## src/rtl/qei_encoder_gen.sv

```systemverilog
// Quadrature encoder emulator: turns a signed edge count and an edge period
// into PHASEA/PHASEB waveforms, tracking cumulative position and edges left.
module qei_encoder_gen #(
  parameter int DIV_W = 16
) (
  input  logic             CLK,
  input  logic             RST,
  input  logic             QEG_START_Set,
  input  logic             QEG_ABORT_Set,
  input  logic             QEG_CLEAR_Set,
  input  logic [31:0]      QEG_STEP_Set,
  input  logic [DIV_W-1:0] QEG_DIV_Set,
  output logic             PHASEA,
  output logic             PHASEB,
  output logic             QEG_BUSY_Read,
  output logic             QEG_DONE_Read,
  output logic [31:0]      QEG_POS_Read,
  output logic [31:0]      QEG_REMAIN_Read
);

  // state  | meaning
  // S_IDLE | waiting for a start; phases hold their last value
  // S_RUN  | counting down the edge period and emitting edges
  typedef enum logic {S_IDLE = 1'b0, S_RUN = 1'b1} state_t;

  state_t           r_state, w_state_nxt;
  logic             r_dir, w_dir_nxt;
  logic [DIV_W-1:0] r_div, w_div_nxt;
  logic [DIV_W-1:0] r_timer, w_timer_nxt;
  logic [31:0]      r_pos, w_pos_nxt;
  logic [31:0]      r_remain, w_remain_nxt;
  logic [1:0]       r_phase, w_phase_nxt;
  logic             r_done, w_done_nxt;
  logic             w_edge;
  logic             w_toggle_a;
  logic [31:0]      w_abs;

  // Two's-complement negate also maps -2^31 onto 0x80000000 as required.
  assign w_abs      = QEG_STEP_Set[31] ? (32'd0 - QEG_STEP_Set) : QEG_STEP_Set;
  // Forward toggles A when the phases match; reverse toggles B when they match.
  assign w_toggle_a = (r_phase[0] == r_phase[1]) ^ r_dir;

  always_ff @(posedge CLK) begin
    if (RST) begin
      r_state  <= S_IDLE;
      r_dir    <= 1'b0;
      r_div    <= '0;
      r_timer  <= '0;
      r_pos    <= '0;
      r_remain <= '0;
      r_phase  <= 2'b00;
      r_done   <= 1'b0;
    end else begin
      r_state  <= w_state_nxt;
      r_dir    <= w_dir_nxt;
      r_div    <= w_div_nxt;
      r_timer  <= w_timer_nxt;
      r_pos    <= w_pos_nxt;
      r_remain <= w_remain_nxt;
      r_phase  <= w_phase_nxt;
      r_done   <= w_done_nxt;
    end
  end

  always_comb begin
    w_state_nxt  = r_state;
    w_dir_nxt    = r_dir;
    w_div_nxt    = r_div;
    w_timer_nxt  = r_timer;
    w_pos_nxt    = r_pos;
    w_remain_nxt = r_remain;
    w_phase_nxt  = r_phase;
    w_done_nxt   = 1'b0;
    w_edge       = 1'b0;

    case (r_state)
      S_IDLE: begin
        if (QEG_START_Set && !QEG_ABORT_Set) begin
          w_dir_nxt    = QEG_STEP_Set[31];
          w_remain_nxt = w_abs;
          w_div_nxt    = QEG_DIV_Set;
          w_timer_nxt  = QEG_DIV_Set;
          if (w_abs != 32'd0) w_state_nxt = S_RUN;
          else                w_done_nxt  = 1'b1;
        end
      end
      S_RUN: begin
        if (QEG_ABORT_Set) begin
          w_state_nxt = S_IDLE;
        end else if (r_timer != '0) begin
          w_timer_nxt = r_timer - DIV_W'(1);
        end else begin
          w_edge       = 1'b1;
          w_remain_nxt = r_remain - 32'd1;
          w_timer_nxt  = r_div;
          if (r_remain == 32'd1) begin
            w_state_nxt = S_IDLE;
            w_done_nxt  = 1'b1;
          end
        end
      end
      default: w_state_nxt = S_IDLE;
    endcase

    if (w_edge) begin
      w_phase_nxt = w_toggle_a ? (r_phase ^ 2'b01) : (r_phase ^ 2'b10);
      w_pos_nxt   = r_dir ? (r_pos - 32'd1) : (r_pos + 32'd1);
    end
    // Clear wins over the position step but leaves the phase edge alone.
    if (QEG_CLEAR_Set) w_pos_nxt = 32'd0;
  end

  assign PHASEA          = r_phase[0];
  assign PHASEB          = r_phase[1];
  assign QEG_BUSY_Read   = (r_state == S_RUN);
  assign QEG_DONE_Read   = r_done;
  assign QEG_POS_Read    = r_pos;
  assign QEG_REMAIN_Read = r_remain;

endmodule

```

## config.mk

```make
export PLATFORM = sky130hd
export DESIGN_NAME = qei_encoder_gen
export DESIGN_NICKNAME = d
export VERILOG_FILES = /design/src/rtl/qei_encoder_gen.sv
export SDC_FILE = /design/constraint.sdc
export NUM_CORES = 1
export LEC_CHECK = 0
export ABC_AREA = 1
export CELL_PAD_IN_SITES_DETAIL_PLACEMENT = 1
export CELL_PAD_IN_SITES_GLOBAL_PLACEMENT = 1
export CORE_MARGIN = 1
export CORE_UTILIZATION = 35
export DETAILED_ROUTE_END_ITERATION = 7
export GPL_TIMING_DRIVEN = 0
export PLACE_DENSITY = 0.79
export SYNTH_ARGS = -nofsm -noshare
export SYNTH_HDL_FRONTEND = slang
export SYNTH_SLANG_ARGS = --single-unit
```

## constraint.sdc

```tcl
create_clock -name CLK -period 3.9 [get_ports CLK]
set_input_delay 0.39 -clock CLK [delete_from_list [all_inputs] [get_ports CLK]]
set_output_delay 0.39 -clock CLK [all_outputs]
set_load 0.005 [all_outputs]
```

==> impl_metrics.yaml <==
cells_and_area:
  final_util_pct: 43.7
  layout-drive-gt1-share_pct: 3.66
  n_antenna_cell: 0
  nNetsFinal: 1616
  synthToLayoutAreaGrowth_pct: 22.1
  nFillCells: 3221
  layout.cells.non_filler: 1850
clocking:
  clk_pin_slew_ps: 70
  clockBufferDepth: 2
  clkLatencyLatePin_ps: 360
  cts_buffers: 9
  clock-sinks: 101
  cts_resized: 0
  tritoncts: "built"
  ctsHtreeMaxLevel: 3
  cts_root_buf: "clkbuf_16"
  postCtsHoldBufs: 0
  cts_setup_buffers: 0
synthesis:
  yosysMostFrequentCell: "nand2_1"
  synth_top_area_share_pct: 24.0
  syn_area_um2: 8430
  ys_types: 51
  synthFlopType: "dfxtp_1"
  synth_top_area_cell: "dfxtp_1"
  synth_common_cells: "nand2_1 (354), nor2_1 (174), inv_1 (158)"
  async_flop_share_pct: 0
  yosys_warnings: 0
  yosysSeqAreaShare_pct: 24.0
  synth.area.top_cells: "dfxtp_1 (24%), nand2_1 (16%), nor2_1 (7.7%)"
  syn-num-nets: 1487
  synth_edf_count: 0
  synth-seq-cells: 101
  avgSynthCellArea_um2: 6.03
  synth_cells: 1397
routing:
  routed_wl_um: 33300
  wl_per_cell_um: 18.0
  drt-initial-drc-count: 627
  viasPerCell: 5.35
  antenna_left: 0
  wl_met2_um: 15300
  wirelength_met1_um: 15500
  dr.pass1.iters: 4
  vias: 9903
  top_layer: "met5"
  wl_met3_um: 1820
  remaining_drc_errors: 0
power:
  p_sw_w: 0.00105
  switching_share_pct: 36.3
  pwr-share-clk_pct: 31.8
  comb_power_share_pct: 28.5
  ir_drop_mv: 0.226
  power.total_w: 0.00289
  sequentialPowerShare_pct: 39.7
  p_per_area_nw_per_um2: 280
  internal_power_w: 0.00184
  p_leak_nw: 4.68
critical_path:
  path_buf_inv: 2
  crit_path_max_fanout: 33
  cp_slowest_cell: "dfxtp_2"
  crit_chain: "inv_1, fa_1, nand3b_1, nand2_1, a21oi_1, o21ai_1, nand2_1, nand2_1, nand3_1, nand3_1, nand2_1, o21ai_1, inv_1"
  cp_top_family: "simple AND/OR/NAND/NOR gates"
  crit_arrival_ps: 3420
  cpMostUsedCell: "nand2_1"
  worstSetupStartpointType: "flip-flop"
  crit_required_ps: 4150
  max_stage_delay_ps: 840
  worstSetupPathType: "flip-flop to flip-flop"
  setup.worst_path.end_class: "flip-flop"
timing:
  fin_skew_ps: 12.6
  hold_viol_final: 0
  maxSlewHeadroom_pct: 46.1
  post-route-period-util_pct: 81.2
  tns_ps: 0
  tightest_slew_ps: 809
  drv_slew: 0
  fmax_mhz: 316
  setup_viol_count_final: 0
  period_minus_slack_ps: 3170
  rsz0062_at_grt: "no"
floorplan:
  start_util_pct: 35.8
  rows: 56
  dieArea_um2: 24700
  io_pins: 121
  coreArea_um2: 23500
  die_width_um: 157
  die_h_um: 157
global_routing:
  track_usage_pct: 27.4
  grt_pass1_wl_um: 52600
  grt-ovfl-total: 0
  antenna_found_initial: 1
  grt_pass1_vias: 9974
  grt_max_degree: 34
hold_path:
  hp-class: "input pin to flip-flop"
place:
  port_buffers: 118
  place_inst: 1834
  gp_congestion: 0.925
  dp_hpwl_um: 26300
job:
  maxCapViolations: 0
outcome:
  status: "finished, final reports clean"
[cells by family (layout without fill, tap and decap cells)]
logic type | Yosys count | count (layout) | synth area share, %
AND/OR/NAND/NOR | 691 | 691 | 34.7
AO/OA/AOI/OAI | 312 | 312 | 21.3
buffers and inverters | 209 | 343 | 9.58
flip-flops | 101 | 101 | 24.0
XOR/XNOR | 47 | 47 | 4.88
adder cells (fa/ha/maj) | 37 | 37 | 5.58
[layout make-up]
cell class	instances	area, um^2	share of cell area [%]
Timing Repair Buffer	118	1180	11.5
Multi-Input combinational cell	1087	5600	54.4
Inverter	164	616	5.98
Tap cell	319	399	3.88
Clock buffer	11	243	2.36
Sequential cell	101	2020	19.7
Buffer	45	191	1.86
Clock inverter	5	42.5	0.413
[worst reg2reg max path: stages (launching register included)]
cell      delay [ps]
dfxtp_2          840
inv_1            210
fa_1             460
nand3b_1         180
nand2_1          110
a21oi_1          140
o21ai_1          380
nand2_1           90
nand2_1          200
nand3_1          150
nand3_1          100
nand2_1           50
o21ai_1          120
inv_1             50
[through the flow]
step	setup slack (ps)	hold slack (ps)	instance area (um^2)
CTS	690	461	10300
global route	475	479	10300
global placement	224	450	10000
finish	733	456	10300
detailed placement	714	454	10000
floorplan	1200	434	8430
[per-layer routing]
metal / vias to the layer above / global-route usage [%]
met4: 2 / 7.86
met2: 248 / 45.9
met5: - / 0
met3: 50 / 4.98
li1: 4870 / -
met1: 4733 / 35.6
[power groups by stage]
stage	clock network, W	registers (W)	logic, W
after floorplan	0	0.00115	0.000508
after global placement	0	0.00117	0.000785
after detailed placement	0	0.00117	0.000809
after CTS	0.000935	0.00115	0.000815
after global routing	0.000968	0.00115	0.000911
final	0.000917	0.00115	0.000822
[flip-flops by register name, summed over array words and instances (netlist names)]
name and count:
r_dir 1, QEG_BUSY_Read 1, QEG_DONE_Read 1, QEG_POS_Read 32, r_div 16, r_phase 2
QEG_REMAIN_Read 32, r_timer 16
[layout by cell type (no fill, tap or decap), types with 21 or more instances in the layout]
cell and count:
xor2_1 36, clkbuf_1 31, nand2_1 354, nand3_1 90, ha_1 36, nor2_1 174
a21oi_1 108, o21bai_1 22, inv_1 158, clkdlybuf4s50_1 118, dfxtp_1 100, nor3_1 21
o21ai_0 103
[worst paths after layout]
check                 from               end  slack [ps]  cells after the start
setup / recovery     r_dir  QEG_POS_Read[30]         730                     13
hold / removal         RST          r_div[4]         460                      2
setup reg to reg     r_dir  QEG_POS_Read[30]         730                     13
hold reg to reg   r_div[2]          r_div[2]         470                      2
(Power assumes the default switching activity.)
